<file path="config.mk">
export PLATFORM = sky130hd
export DESIGN_NAME = wb_scoreboard
export DESIGN_NICKNAME = d
export VERILOG_FILES = /design/src/rtl/wb_scoreboard.sv
export SDC_FILE = /design/constraint.sdc
export NUM_CORES = 1
export LEC_CHECK = 0
export ABC_AREA = 0
export CAP_MARGIN = 20
export CORE_ASPECT_RATIO = 1.4
export CORE_UTILIZATION = 40
export DETAILED_ROUTE_END_ITERATION = 7
export GPL_ROUTABILITY_DRIVEN = 0
export PLACE_DENSITY = 0.71
export SYNTH_ARGS = -nofsm -noshare
export SYNTH_HDL_FRONTEND = slang
export SYNTH_SLANG_ARGS = --single-unit
</file>
<file path="constraint.sdc">
create_clock -name clk -period 2 [get_ports clk]
set_input_delay 0.4 -clock clk [delete_from_list [all_inputs] [get_ports clk]]
set_output_delay 0.4 -clock clk [all_outputs]
set_load 0.01 [all_outputs]
</file>
<file path="src/rtl/wb_scoreboard.sv">
// wb_scoreboard: write-back stage with a per-register in-flight scoreboard.
//
// Holds the MEM/WB pipeline register, builds the register-file write port
// (writeData/writeReg/RegWrite) and counts issued-but-unretired destination
// registers so decode can detect RAW hazards on its two read selects.
//
// Ports:
//   clk, rst          clock (posedge), asynchronous active-low reset
//   issue_*           decode issues an instruction writing issue_reg
//   rd1*/rd2*         decode read selects and their use flags
//   mem_*             MEM-stage result fields, loaded into MEM/WB
//   stall, flush      hold / invalidate the MEM/WB register
//   writeData/Reg,
//   RegWrite          register-file write port
//   hazard            a used read select has an in-flight writer
//   issue_full        issue_reg counter saturated; decode must not issue
//   halted            sticky, a HALT has retired
//   retired           retired-instruction counter (wraps)
//   err               sticky scoreboard underflow/overflow
//
// Build option: define WB_FWD_EN to add fwd_valid/fwd_reg/fwd_data and let
// hazard ignore a select whose only in-flight writer is writing this cycle.
module wb_scoreboard #(
  parameter int unsigned CNT_W = 2,
  parameter int unsigned RET_W = 16
) (
  input  logic             clk,
  input  logic             rst,
  input  logic             issue_valid,
  input  logic [2:0]       issue_reg,
  input  logic [2:0]       rd1sel,
  input  logic [2:0]       rd2sel,
  input  logic             rd1used,
  input  logic             rd2used,
  input  logic             mem_valid,
  input  logic             mem_RegWrite,
  input  logic [2:0]       mem_writeReg,
  input  logic             mem_MemToReg,
  input  logic             mem_Link,
  input  logic             mem_halt,
  input  logic [15:0]      mem_aluResult,
  input  logic [15:0]      mem_readData,
  input  logic [15:0]      mem_pc,
  input  logic             stall,
  input  logic             flush,
  output logic [15:0]      writeData,
  output logic [2:0]       writeReg,
  output logic             RegWrite,
  output logic             hazard,
  output logic             issue_full,
  output logic             halted,
  output logic [RET_W-1:0] retired,
  output logic             err
`ifdef WB_FWD_EN
  ,
  output logic             fwd_valid,
  output logic [2:0]       fwd_reg,
  output logic [15:0]      fwd_data
`endif
);

  localparam logic [CNT_W-1:0] CNT_MAX = '1;
  localparam logic [CNT_W-1:0] CNT_ONE = CNT_W'(1);

  logic             wb_valid_q, wb_regwrite_q, wb_memtoreg_q, wb_link_q, wb_halt_q;
  logic [2:0]       wb_reg_q;
  logic [15:0]      wb_alu_q, wb_rdata_q, wb_pc_q;
  logic             halted_q, err_q, err_set, retire;
  logic [RET_W-1:0] retired_q;
  logic [CNT_W-1:0] cnt_q [8];
  logic [CNT_W-1:0] cnt_d [8];
  logic [7:0]       inc_vec, dec_vec;
  logic             rd1_fwd, rd2_fwd;

  assign writeData = wb_link_q ? wb_pc_q : (wb_memtoreg_q ? wb_rdata_q : wb_alu_q);
  assign writeReg  = wb_reg_q;
  assign RegWrite  = wb_valid_q & wb_regwrite_q & ~halted_q & ~stall;
  assign retire    = wb_valid_q & ~stall & ~halted_q;

  assign inc_vec = issue_valid ? (8'd1 << issue_reg) : 8'd0;
  assign dec_vec = RegWrite ? (8'd1 << writeReg) : 8'd0;

  // Simultaneous issue and retire of the same register cancel out.
  always_comb begin
    cnt_d   = cnt_q;
    err_set = 1'b0;
    for (int r = 0; r < 8; r++) begin
      if (inc_vec[r] && !dec_vec[r]) begin
        if (cnt_q[r] == CNT_MAX) err_set = 1'b1;
        else                     cnt_d[r] = cnt_q[r] + CNT_ONE;
      end else if (dec_vec[r] && !inc_vec[r]) begin
        if (cnt_q[r] == '0) err_set = 1'b1;
        else                cnt_d[r] = cnt_q[r] - CNT_ONE;
      end
    end
  end

`ifdef WB_FWD_EN
  // The sole in-flight writer is on the RF port now, so the value is forwarded.
  assign rd1_fwd   = RegWrite && (rd1sel == writeReg) && (cnt_q[rd1sel] == CNT_ONE);
  assign rd2_fwd   = RegWrite && (rd2sel == writeReg) && (cnt_q[rd2sel] == CNT_ONE);
  assign fwd_valid = RegWrite;
  assign fwd_reg   = writeReg;
  assign fwd_data  = writeData;
`else
  assign rd1_fwd = 1'b0;
  assign rd2_fwd = 1'b0;
`endif

  assign hazard = (rd1used && (cnt_q[rd1sel] != '0) && !rd1_fwd) ||
                  (rd2used && (cnt_q[rd2sel] != '0) && !rd2_fwd);
  assign issue_full = (cnt_q[issue_reg] == CNT_MAX);
  assign halted     = halted_q;
  assign retired    = retired_q;
  assign err        = err_q;

  always_ff @(posedge clk or negedge rst) begin
    if (!rst) begin
      wb_valid_q    <= 1'b0;
      wb_regwrite_q <= 1'b0;
      wb_memtoreg_q <= 1'b0;
      wb_link_q     <= 1'b0;
      wb_halt_q     <= 1'b0;
      wb_reg_q      <= '0;
      wb_alu_q      <= '0;
      wb_rdata_q    <= '0;
      wb_pc_q       <= '0;
      cnt_q         <= '{default: '0};
      halted_q      <= 1'b0;
      retired_q     <= '0;
      err_q         <= 1'b0;
    end else begin
      // Flush only drops the valid bit; the data fields keep their last value.
      if (flush) begin
        wb_valid_q <= 1'b0;
      end else if (!stall) begin
        wb_valid_q    <= mem_valid;
        wb_regwrite_q <= mem_RegWrite;
        wb_memtoreg_q <= mem_MemToReg;
        wb_link_q     <= mem_Link;
        wb_halt_q     <= mem_halt;
        wb_reg_q      <= mem_writeReg;
        wb_alu_q      <= mem_aluResult;
        wb_rdata_q    <= mem_readData;
        wb_pc_q       <= mem_pc;
      end
      cnt_q <= cnt_d;
      err_q <= err_q | err_set;
      if (retire) begin
        retired_q <= retired_q + 1'b1;
        if (wb_halt_q) halted_q <= 1'b1;
      end
    end
  end

endmodule
</file>
==> results of run 1 <==
==> worst max-delay path by stage <==
stage                     slack, ps            startpoint            end  depth (start not counted)
after floorplan                -260    halted$_DFFE_PN0P_  err$_DFF_PN0_                          8
after global placement         -530                 stall  err$_DFF_PN0_                          9
after detailed placement       -600                 stall  err$_DFF_PN0_                          9
after CTS                      -170  cnt_q[6]$_DFFE_PN0P_         hazard                          5
after global routing           -180    halted$_DFFE_PN0P_  err$_DFF_PN0_                          8
final                          -100    halted$_DFFE_PN0P_  err$_DFF_PN0_                          9
==> cell usage after synthesis (all sizes together) (6+ instances only) <==
| cell type | count |
|---|---|
| mux2 | 59 |
| a21oi | 6 |
| nand3 | 18 |
| o21ai | 41 |
| mux2i | 20 |
| clkbuf | 15 |
| nor4b | 9 |
| xor2 | 9 |
| nor3 | 16 |
| buf | 7 |
| dfrtp | 90 |
| nor2b | 9 |
| xnor2 | 6 |
| nand2 | 48 |
| inv | 18 |
| ha | 17 |
| nor2 | 15 |
==> cell type report <==
| type | count | area [um^2] | area share [%] |
|---|---|---|---|
| Antenna cell | 1 | 2.50 | 0.0360 |
| Clock buffer | 13 | 260 | 3.74 |
| Clock inverter | 3 | 46.3 | 0.666 |
| Inverter | 18 | 67.6 | 0.972 |
| Multi-Input combinational cell | 324 | 2540 | 36.6 |
| Sequential cell | 90 | 2260 | 32.5 |
| Tap cell | 147 | 184 | 2.65 |
| Timing Repair Buffer | 170 | 1590 | 22.9 |
==> metrics by stage <==
step           total power [mW]  instances  instance area, um^2  util [%]  setup WS (ps)
2_1_floorplan              2.81        454                 4860         -           -259
3_3_place_gp               3.49        743                 6520      55.1           -533
3_5_place_dp               3.53        743                 6520      55.1           -597
4_1_cts                    5.23        761                 6840      57.9           -167
5_1_grt                    5.46        766                 6950      58.8           -175
6_report                   5.18        766                 6950      58.8          -96.0
==> registers in the layout, summed over array words and instances (netlist names) <==
signal         cells
err                1
wb_alu_q          16
wb_pc_q           16
wb_rdata_q        16
wb_halt_q          1
wb_memtoreg_q      1
writeReg           3
wb_valid_q         1
wb_regwrite_q      1
retired           16
halted             1
cnt_q             16
wb_link_q          1
==> cell families after synthesis <==
| logic type | synth area share [%] |
|---|---|
| AOI/OAI and AO/OA | 7.07 |
| xor gates and xnor gates | 2.72 |
| adders and majority gates | 5.02 |
| buffers and inverters | 3.29 |
| DFF | 46.6 |
| muxes | 18.3 |
| and+or+nand+nor | 17.0 |
==> power by group through the flow <==
stage                     Combinational, mW  Sequential, mW  Clock (mW)
after floorplan                       0.573            2.24           0
after global placement                 1.23            2.25           0
after detailed placement               1.26            2.27           0
after CTS                              1.21            2.24        1.78
after global routing                   1.33            2.27        1.86
final                                  1.21            2.24        1.73
==> layer usage <==
metal	vias to the layer above	part of all wire (%)	track usage [%]
met4	0	3.0	9.18
met1	1910	40	23.2
met2	133	51	34.9
li1	1921	-	-
met5	-	0	0
met3	28	6.1	5.82
==> what timing repair did <==
item	CTS	global route
setup buffers	1	4
resized for setup	38	29
pin swaps	4	7
hold endpoints to repair	0	0
cloned	1	0
endpoints found under the setup margin	27	10
hold buffers	0	0
==> worst max-delay path, delay by kind of cell (launching register included) <==
kind          cells  cell delay, ps
fa+ha+maj         1             180
flops             1             400
simple gates      8            1460
==> cell usage in the layout (no fill, tap or decap), types with 7 or more instances in the layout <==
master / n
sky130_fd_sc_hd__ha_1: 12
sky130_fd_sc_hd__buf_4: 52
sky130_fd_sc_hd__nor3_1: 15
sky130_fd_sc_hd__xor2_1: 9
sky130_fd_sc_hd__o21ai_0: 33
sky130_fd_sc_hd__nand3_1: 17
sky130_fd_sc_hd__dlygate4sd2_1: 22
sky130_fd_sc_hd__nor2_1: 13
sky130_fd_sc_hd__nor2b_1: 8
sky130_fd_sc_hd__clkbuf_16: 9
sky130_fd_sc_hd__clkdlybuf4s50_1: 83
sky130_fd_sc_hd__nor4b_1: 7
sky130_fd_sc_hd__nand2_1: 46
sky130_fd_sc_hd__mux2_2: 59
sky130_fd_sc_hd__mux2i_1: 19
sky130_fd_sc_hd__dfrtp_1: 87
sky130_fd_sc_hd__inv_1: 18
sky130_fd_sc_hd__o21ai_1: 7
==> results.ini, run 1 <==
[detailed_routing]
postRouteWirelength_um = 12000
routed_via_density = 5.21
first_pass_iters = 4
drc = 0
avgRoutedWirePerCell_um = 15.7
detailroute.via_count = 3992
detailedRoute.firstIterationViolations = 147
drt.antenna.violating_nets = 0

[cts]
tritoncts = built
number_of_buffers_inserted_during_clock_tree_synthesis = 9
clock-root-buffer = sky130_fd_sc_hd__clkbuf_16
clock_path_buffers = 2
sink_count_of_the_clock_tree = 90
insertion_delay_ps = 340
worst_setup_hold_path_clk_slew_ps = 60
htree_num_levels = 3

[outcome]
status = complete, but fails checks
violations_in_the_final_reports = hold timing, setup timing

[floorplan]
pin_count = 112
fp-row-count = 47
dieArea_um2 = 12500
initial_core_util_pct = 40.9
core_area_um2 = 11800
die_h_um = 132
fp.dieW_um = 94.9

[grt]
global_route_wire_length_before_repair_um = 19900
grt_antenna_before_repair = 1
grt.overflow.total = 0
largest_net_degree_at_the_start_of_global_routing = 35
via_count_of_the_first_global_routing_pass = 4272
grt.total_usage_pct = 20.4

[worst_setup_path]
timing.rr.end = err$_DFF_PN0_
critPathCaptureType = register
worst_ep_arrival_time_ps = 2370
worst_reg2reg_path_length_in_cells = 9
required_time_of_the_worst_setup_path_ps = 2270
rrSetupSlack_ps = -100
crit-reg2reg-launch = halted$_DFFE_PN0P_
cp_max_stage_cell = sky130_fd_sc_hd__nor4b_1
max_stage_delay_ps = 410
critical_path_launch_point_type = register
crit_path_max_fanout = 4
setup.worst_path.class = register to register
crit_path_cell_trace = nor3b_4, and2_4, nand2b_4, or3_4, ha_4, nor4b_1, nor4_1, nand2_1, or3_1

[logic_synthesis]
syn-cell-area_um2 = 4830
synth.distinct_cells = 46
syn_inst = 454
yosys-top-cells-area = sky130_fd_sc_hd__dfrtp_1 (47%), sky130_fd_sc_hd__mux2_2 (14%), sky130_fd_sc_hd__ha_1 (4.4%)
synth_top_area_share_pct = 46.6
yosysWarningCount = 0
syn_avg_cell_area_um2 = 10.6
synth_fp_nets = 543
synthFlopType = sky130_fd_sc_hd__dfrtp_1
ys_async_sr_fraction_pct = 100
synth_edf_count = 0
synth_top_cell_by_area = sky130_fd_sc_hd__dfrtp_1
seq_area_frac_synth_pct = 46.6
flip_flop_and_latch_count_after_synthesis = 90

[power]
netSwitchingPower_mw = 1.38
p_int_mw = 3.80
areal_power_density_over_the_cells_nw_per_um2 = 746
power_frac_clock_pct = 33.4
sw_frac_of_total_pct = 26.7
power_frac_seq_pct = 43.3
ir_worst_vdd_uv = 565
comb_power_share_pct = 23.4
total_leakage_power_nw = 3.15

[timing]
clock_skew_ps = 6.29
period_minus_slack_ps = 2100
setup-violations-final = 2
final.setup.worst_slack_ps = -96.0
setup_repair_after_global_routing_missed_its_margin = true
finalMaxSlewViolations = 0
maxSlewHeadroom_pct = 69.5
max_freq_mhz = 477
sum_neg_setup_slack_ps = -108
layout_worst_path_cycle_share_pct = 105
finalHoldViolations = 2
worst_hold_slack_ps = -2.86
worst_pin_slew_ps = 451

[cells_and_area]
final_layout_size_suffix_gt1_share_pct = 27.8
syn2layout_area_growth_pct = 43.8
fill_cells = 984
final_nets = 702

[placement]
io_buffer_count = 111
final_hpwl_from_detailed_placement_um = 9150

[hold_path]
timing.hold.worst.class = input pin to asynchronous set/reset pin

[run]
cap_viol_max_count = 0

No activity file was read; power rests on OpenSTA's default activity.
==> run 2, diff against run 1 <==
--- a/config.mk
+++ b/config.mk
@@ -11,7 +11,8 @@
 export CORE_UTILIZATION = 40
 export DETAILED_ROUTE_END_ITERATION = 7
 export GPL_ROUTABILITY_DRIVEN = 0
-export PLACE_DENSITY = 0.71
+export HOLD_SLACK_MARGIN = 0.05
+export PLACE_DENSITY = 0.75
 export SYNTH_ARGS = -nofsm -noshare
 export SYNTH_HDL_FRONTEND = slang
 export SYNTH_SLANG_ARGS = --single-unit
==> results.ini, run 2 (synthesis results as in run 1) <==
[floorplan]
fp.dieW_um = 94.9
fp-row-count = 47
die_h_um = 132
pin_count = 112
initial_core_util_pct = 40.9
core_area_um2 = 11800
dieArea_um2 = 12500

[grt]
global_route_wire_length_before_repair_um = 20300
largest_net_degree_at_the_start_of_global_routing = 91
grt.overflow.total = 0
grt_antenna_before_repair = 0
via_count_of_the_first_global_routing_pass = 4391
grt.total_usage_pct = 20.5

[cts]
number_of_buffers_inserted_during_clock_tree_synthesis = 9
insertion_delay_ps = 340
clock-root-buffer = sky130_fd_sc_hd__clkbuf_16
cts_hold_buffers = 0
sink_count_of_the_clock_tree = 90
clock_path_buffers = 2
tritoncts = built
htree_num_levels = 3
worst_setup_hold_path_clk_slew_ps = 70

[placement]
io_buffer_count = 111
final_hpwl_from_detailed_placement_um = 8730
post-place-cells = 739

[power]
areal_power_density_over_the_cells_nw_per_um2 = 753
ir_worst_vdd_uv = 469
total_leakage_power_nw = 3.14

[worst_setup_path]
path_delay_family = simple AND/OR/NAND/NOR gates
critPathCaptureType = register
setup.worst_path.class = register to register
max_stage_delay_ps = 400
required_time_of_the_worst_setup_path_ps = 2220
worst_ep_arrival_time_ps = 2370
critical_path_launch_point_type = register
critical_path_buf_inv_count = 0
cp_max_stage_cell = sky130_fd_sc_hd__dfrtp_1
crit_path_max_fanout = 4
crit_path_cell_trace = nor3b_4, and2_4, nand2b_4, or3_4, ha_4, a32oi_1, nand4_1, or3_1

[cells_and_area]
final_layout_size_suffix_gt1_share_pct = 29.1
final_nets = 695
antenna_cells_inserted = 0
finish.utilization_pct = 58.9
syn2layout_area_growth_pct = 44.1
mostFrequentLayoutCells = sky130_fd_sc_hd__dfrtp_1 (82), sky130_fd_sc_hd__clkdlybuf4s50_1 (82), sky130_fd_sc_hd__mux2_2 (59)
number_of_standard_cells_in_the_layout_taps_in_and_fillers_out = 758

[timing]
maxSlewHeadroom_pct = 64.8
setup_repair_after_global_routing_missed_its_margin = true
clock_skew_ps = 6.76
finalHoldViolations = 0
finalMaxSlewViolations = 0
period_minus_slack_ps = 2150
final.setup.worst_slack_ps = -151
worst_hold_slack_ps = 37.8
worst_pin_slew_ps = 521
layout_worst_path_cycle_share_pct = 108
setup-violations-final = 2
max_freq_mhz = 465

[detailed_routing]
avgRoutedWirePerCell_um = 16.2
drc = 0
detailedRoute.firstIterationViolations = 90
drt.antenna.violating_nets = 0
routed_via_density = 5.28
detailroute.via_count = 3999
first_pass_iters = 4
postRouteWirelength_um = 12300

[outcome]
status = complete, but fails checks
violations_in_the_final_reports = setup timing

[hold_path]
timing.hold.worst.class = input pin to asynchronous set/reset pin

[run]
cap_viol_max_count = 0

[run 2: what timing repair did]
item,in CTS,in global routing
buffers inserted,1,0
resized for setup,47,44
setup endpoints to repair,31,15
cloned,1,1
pin swaps,6,16
[run 2: final timing paths]
kind / start / to / slack (ps) / depth (start not counted)
setup / recovery: halted$_DFFE_PN0P_ / err$_DFF_PN0_ / -150 / 8
hold / removal: rst / cnt_q[3]$_DFFE_PN0P_ / 40 / 2
setup reg to reg: halted$_DFFE_PN0P_ / err$_DFF_PN0_ / -150 / 8
hold reg to reg: retired[15]$_DFFE_PN0P_ / retired[15]$_DFFE_PN0P_ / 490 / 1
max in group asynchronous: rst / wb_memtoreg_q$_DFFE_PN0P_ / 1460 / 2
min in group clk: retired[15]$_DFFE_PN0P_ / retired[15]$_DFFE_PN0P_ / 490 / 1
[run 2: final cells by class]
| cell class | instances | area (um^2) |
|---|---|---|
| repair buffers | 163 | 1560 |
| well taps | 147 | 184 |
| clock buffers | 9 | 225 |
| clock inverters | 7 | 81.3 |
| fillers | 957 | 4850 |
| inverters | 18 | 67.6 |
| flip-flops and latches | 90 | 2260 |
| multi-input cells | 324 | 2580 |
[run 2: worst register-to-register path: stages, from the launching register on]
cell and delay, ps:
sky130_fd_sc_hd__dfrtp_1 400, sky130_fd_sc_hd__nor3b_4 200, sky130_fd_sc_hd__and2_4 200, sky130_fd_sc_hd__nand2b_4 60, sky130_fd_sc_hd__or3_4 340, sky130_fd_sc_hd__ha_4 170, sky130_fd_sc_hd__a32oi_1 190, sky130_fd_sc_hd__nand4_1 110
sky130_fd_sc_hd__or3_1 350
[run 2: power breakdown]
group | switching (mW) | internal [mW] | total [mW]
Sequential | 0.201 | 2.05 | 2.25
Combinational | 0.515 | 0.717 | 1.23
Clock | 0.770 | 0.994 | 1.76
Total | 1.49 | 3.76 | 5.25
[run 2: stage by stage]
stage	power, mW	instance area, um^2	setup TNS (ps)	setup WS (ps)
after floorplan	2.81	4860	-584	-259
after global placement	3.49	6500	-7160	-615
after detailed placement	3.53	6500	-8430	-629
after CTS	5.26	6820	-91.6	-77.0
after global routing	5.51	6970	-492	-229
final	5.25	6970	-223	-151
[run 2: per-layer routing]
layer / vias to the layer above / part of all wire [%] / GRT usage, %
li1: 1903 / - / -
met1: 1929 / 40 / 23.8
met2: 131 / 50 / 34.0
met3: 36 / 6.2 / 5.94
met4: 0 / 3.9 / 10.3
met5: - / 0 / 0
==> run 3, diff against run 2 <==
--- a/config.mk
+++ b/config.mk
@@ -8,11 +8,12 @@
 export ABC_AREA = 0
 export CAP_MARGIN = 20
 export CORE_ASPECT_RATIO = 1.4
-export CORE_UTILIZATION = 40
+export CORE_UTILIZATION = 46
+export CTS_CLUSTER_SIZE = 25
 export DETAILED_ROUTE_END_ITERATION = 7
 export GPL_ROUTABILITY_DRIVEN = 0
 export HOLD_SLACK_MARGIN = 0.05
-export PLACE_DENSITY = 0.75
+export PLACE_DENSITY = 0.83
 export SYNTH_ARGS = -nofsm -noshare
 export SYNTH_HDL_FRONTEND = slang
 export SYNTH_SLANG_ARGS = --single-unit
==> results.ini, run 3 (synthesis results as in run 1) <==
[grt]
grt_antenna_before_repair = 0
largest_net_degree_at_the_start_of_global_routing = 38
via_count_of_the_first_global_routing_pass = 4235
grt.overflow.total = 0
grt_met1_usage_pct = 25.7
global_route.peak_usage_layer = met2
grt.total_usage_pct = 23.3
global_route_wire_length_before_repair_um = 19400
groute.layer.met3.usage_pct = 6.34
globalRouteMet2Util_pct = 40.9

[power]
power_frac_seq_pct = 44.3
power_frac_clock_pct = 31.0
netSwitchingPower_mw = 1.42
sw_frac_of_total_pct = 28.1
p_int_mw = 3.64
ir_worst_vdd_uv = 676
comb_power_share_pct = 24.7
total_leakage_power_nw = 3.13
areal_power_density_over_the_cells_nw_per_um2 = 730

[cts]
number_of_buffers_inserted_during_clock_tree_synthesis = 9
insertion_delay_ps = 330
htree_num_levels = 3
sink_count_of_the_clock_tree = 90
worst_setup_hold_path_clk_slew_ps = 60
clock-root-buffer = sky130_fd_sc_hd__clkbuf_16
tritoncts = built
clock_path_buffers = 2

[placement]
dpl-instance-area_um2 = 6500
io_buffer_count = 111
final_hpwl_from_detailed_placement_um = 9070

[cells_and_area]
final_nets = 698
mostFrequentLayoutCells = sky130_fd_sc_hd__dfrtp_1 (85), sky130_fd_sc_hd__clkdlybuf4s50_1 (82), sky130_fd_sc_hd__mux2_2 (59)
final_layout_size_suffix_gt1_share_pct = 29.0
syn2layout_area_growth_pct = 43.6
design_area_um2 = 6940
mostFrequentLayoutCell = sky130_fd_sc_hd__dfrtp_1
fill_cells = 739
antenna_cells_inserted = 0
finish.utilization_pct = 69.0

[worst_setup_path]
critPathCaptureType = register
path_delay_family = simple AND/OR/NAND/NOR gates
critical_path_launch_point_type = register
required_time_of_the_worst_setup_path_ps = 2210
setup.worst_path.class = register to register
max_stage_delay_ps = 410
crit_path_cell_trace = nor3b_4, and2_4, nand2b_4, or3_4, ha_4, a32oi_1, nand4_1, or3_1
worst_ep_arrival_time_ps = 2340
cp_max_stage_cell = sky130_fd_sc_hd__dfrtp_1
crit_path_max_fanout = 4
critical_path_buf_inv_count = 0

[floorplan]
fp-row-count = 43
dieArea_um2 = 10900
initial_core_util_pct = 48.1
fp.dieW_um = 88.6
die_h_um = 123
pin_count = 112
core_area_um2 = 10100

[detailed_routing]
drt.antenna.violating_nets = 0
avgRoutedWirePerCell_um = 16.6
detailroute.via_count = 4091
routed_via_density = 5.47
first_pass_iters = 4
drc = 0
detailedRoute.firstIterationViolations = 145
postRouteWirelength_um = 12400

[run]
cap_viol_max_count = 0

[outcome]
violations_in_the_final_reports = setup timing
status = complete, but fails checks

[timing]
maxSlewHeadroom_pct = 65.9
worst_pin_slew_ps = 512
finalMaxSlewViolations = 0
setup_repair_after_global_routing_missed_its_margin = true
finalHoldViolations = 0
final.setup.worst_slack_ps = -129
setup-violations-final = 2
layout_worst_path_cycle_share_pct = 106
period_minus_slack_ps = 2130
max_freq_mhz = 470
clock_skew_ps = 5.29

[hold_path]
timing.hold.worst.class = register to register

[run 3: cell count changes in the layout (fill, tap and decap cells not counted), moves of 3 or more]
| cell | before | now |
|---|---|---|
| sky130_fd_sc_hd__dfrtp_2 | 8 | 5 |
| sky130_fd_sc_hd__clkdlybuf4s15_1 | 5 | 2 |
| sky130_fd_sc_hd__dfrtp_1 | 82 | 85 |
| sky130_fd_sc_hd__inv_6 | 4 | 1 |
[run 3: worst paths after layout]
path	start	cells past startpoint	endpoint	slack [ps]
max	halted$_DFFE_PN0P_	8	err$_DFF_PN0_	-130
min reg2reg	retired[7]$_DFFE_PN0P_	1	retired[7]$_DFFE_PN0P_	490
max reg2reg	halted$_DFFE_PN0P_	8	err$_DFF_PN0_	-130
min	retired[7]$_DFFE_PN0P_	1	retired[7]$_DFFE_PN0P_	490
max in group asynchronous	rst	3	cnt_q[3]$_DFFE_PN0P_	840
min in group asynchronous	rst	2	wb_rdata_q[6]$_DFFE_PN0P_	570
[run 3: worst reg2reg max path, cell delays in order, from the launching register on]
cell,delay (ps)
sky130_fd_sc_hd__dfrtp_1,410
sky130_fd_sc_hd__nor3b_4,230
sky130_fd_sc_hd__and2_4,210
sky130_fd_sc_hd__nand2b_4,60
sky130_fd_sc_hd__or3_4,340
sky130_fd_sc_hd__ha_4,180
sky130_fd_sc_hd__a32oi_1,150
sky130_fd_sc_hd__nand4_1,110
sky130_fd_sc_hd__or3_1,330
[run 3: final cells by class]
type	instances	area, um^2	share of cell area [%]
clock buffer	10	239	3.44
timing repair buffer	166	1570	22.6
tap	135	169	2.43
clock inverter	5	38.8	0.559
inverter	18	67.6	0.973
sequential	90	2260	32.5
multi-input combinational	324	2600	37.5
[run 3: metrics by stage]
step | TNS, ps | total power [mW] | instances | hold slack [ps] | worst slack, ps
6_report | -191 | 5.07 | 748 | 492 | -129
3_3_place_gp | -7210 | 3.48 | 729 | 401 | -578
4_1_cts | -422 | 5.09 | 747 | 492 | -220
3_5_place_dp | -8190 | 3.55 | 729 | 408 | -634
5_1_grt | -566 | 5.31 | 748 | 514 | -211
2_1_floorplan | -584 | 2.81 | 454 | 104 | -259
[run 3: timing repair]
item,4_1_cts,5_1_grt
pin swaps,14,9
setup endpoints to repair,32,14
setup buffers,1,1
hold endpoints to repair,10,0
hold buffers,1,0
resized for setup,51,38
gates cloned,1,0
[run 3: layer usage]
| metal | share of wire (%) | up-vias | wire length [um] |
|---|---|---|---|
| met5 | 0 | - | 0 |
| met4 | 3.2 | 0 | 401 |
| met3 | 6.1 | 32 | 760 |
| met2 | 51 | 149 | 6390 |
| met1 | 39 | 2001 | 4850 |
| li1 | - | 1909 | - |
[run 3: power groups by stage]
stage	clock, mW	sequential, mW	combinational, mW
CTS	1.62	2.24	1.24
floorplan	0	2.24	0.573
finish	1.57	2.25	1.25
global route	1.68	2.27	1.36
global placement	0	2.25	1.24
detailed placement	0	2.27	1.28
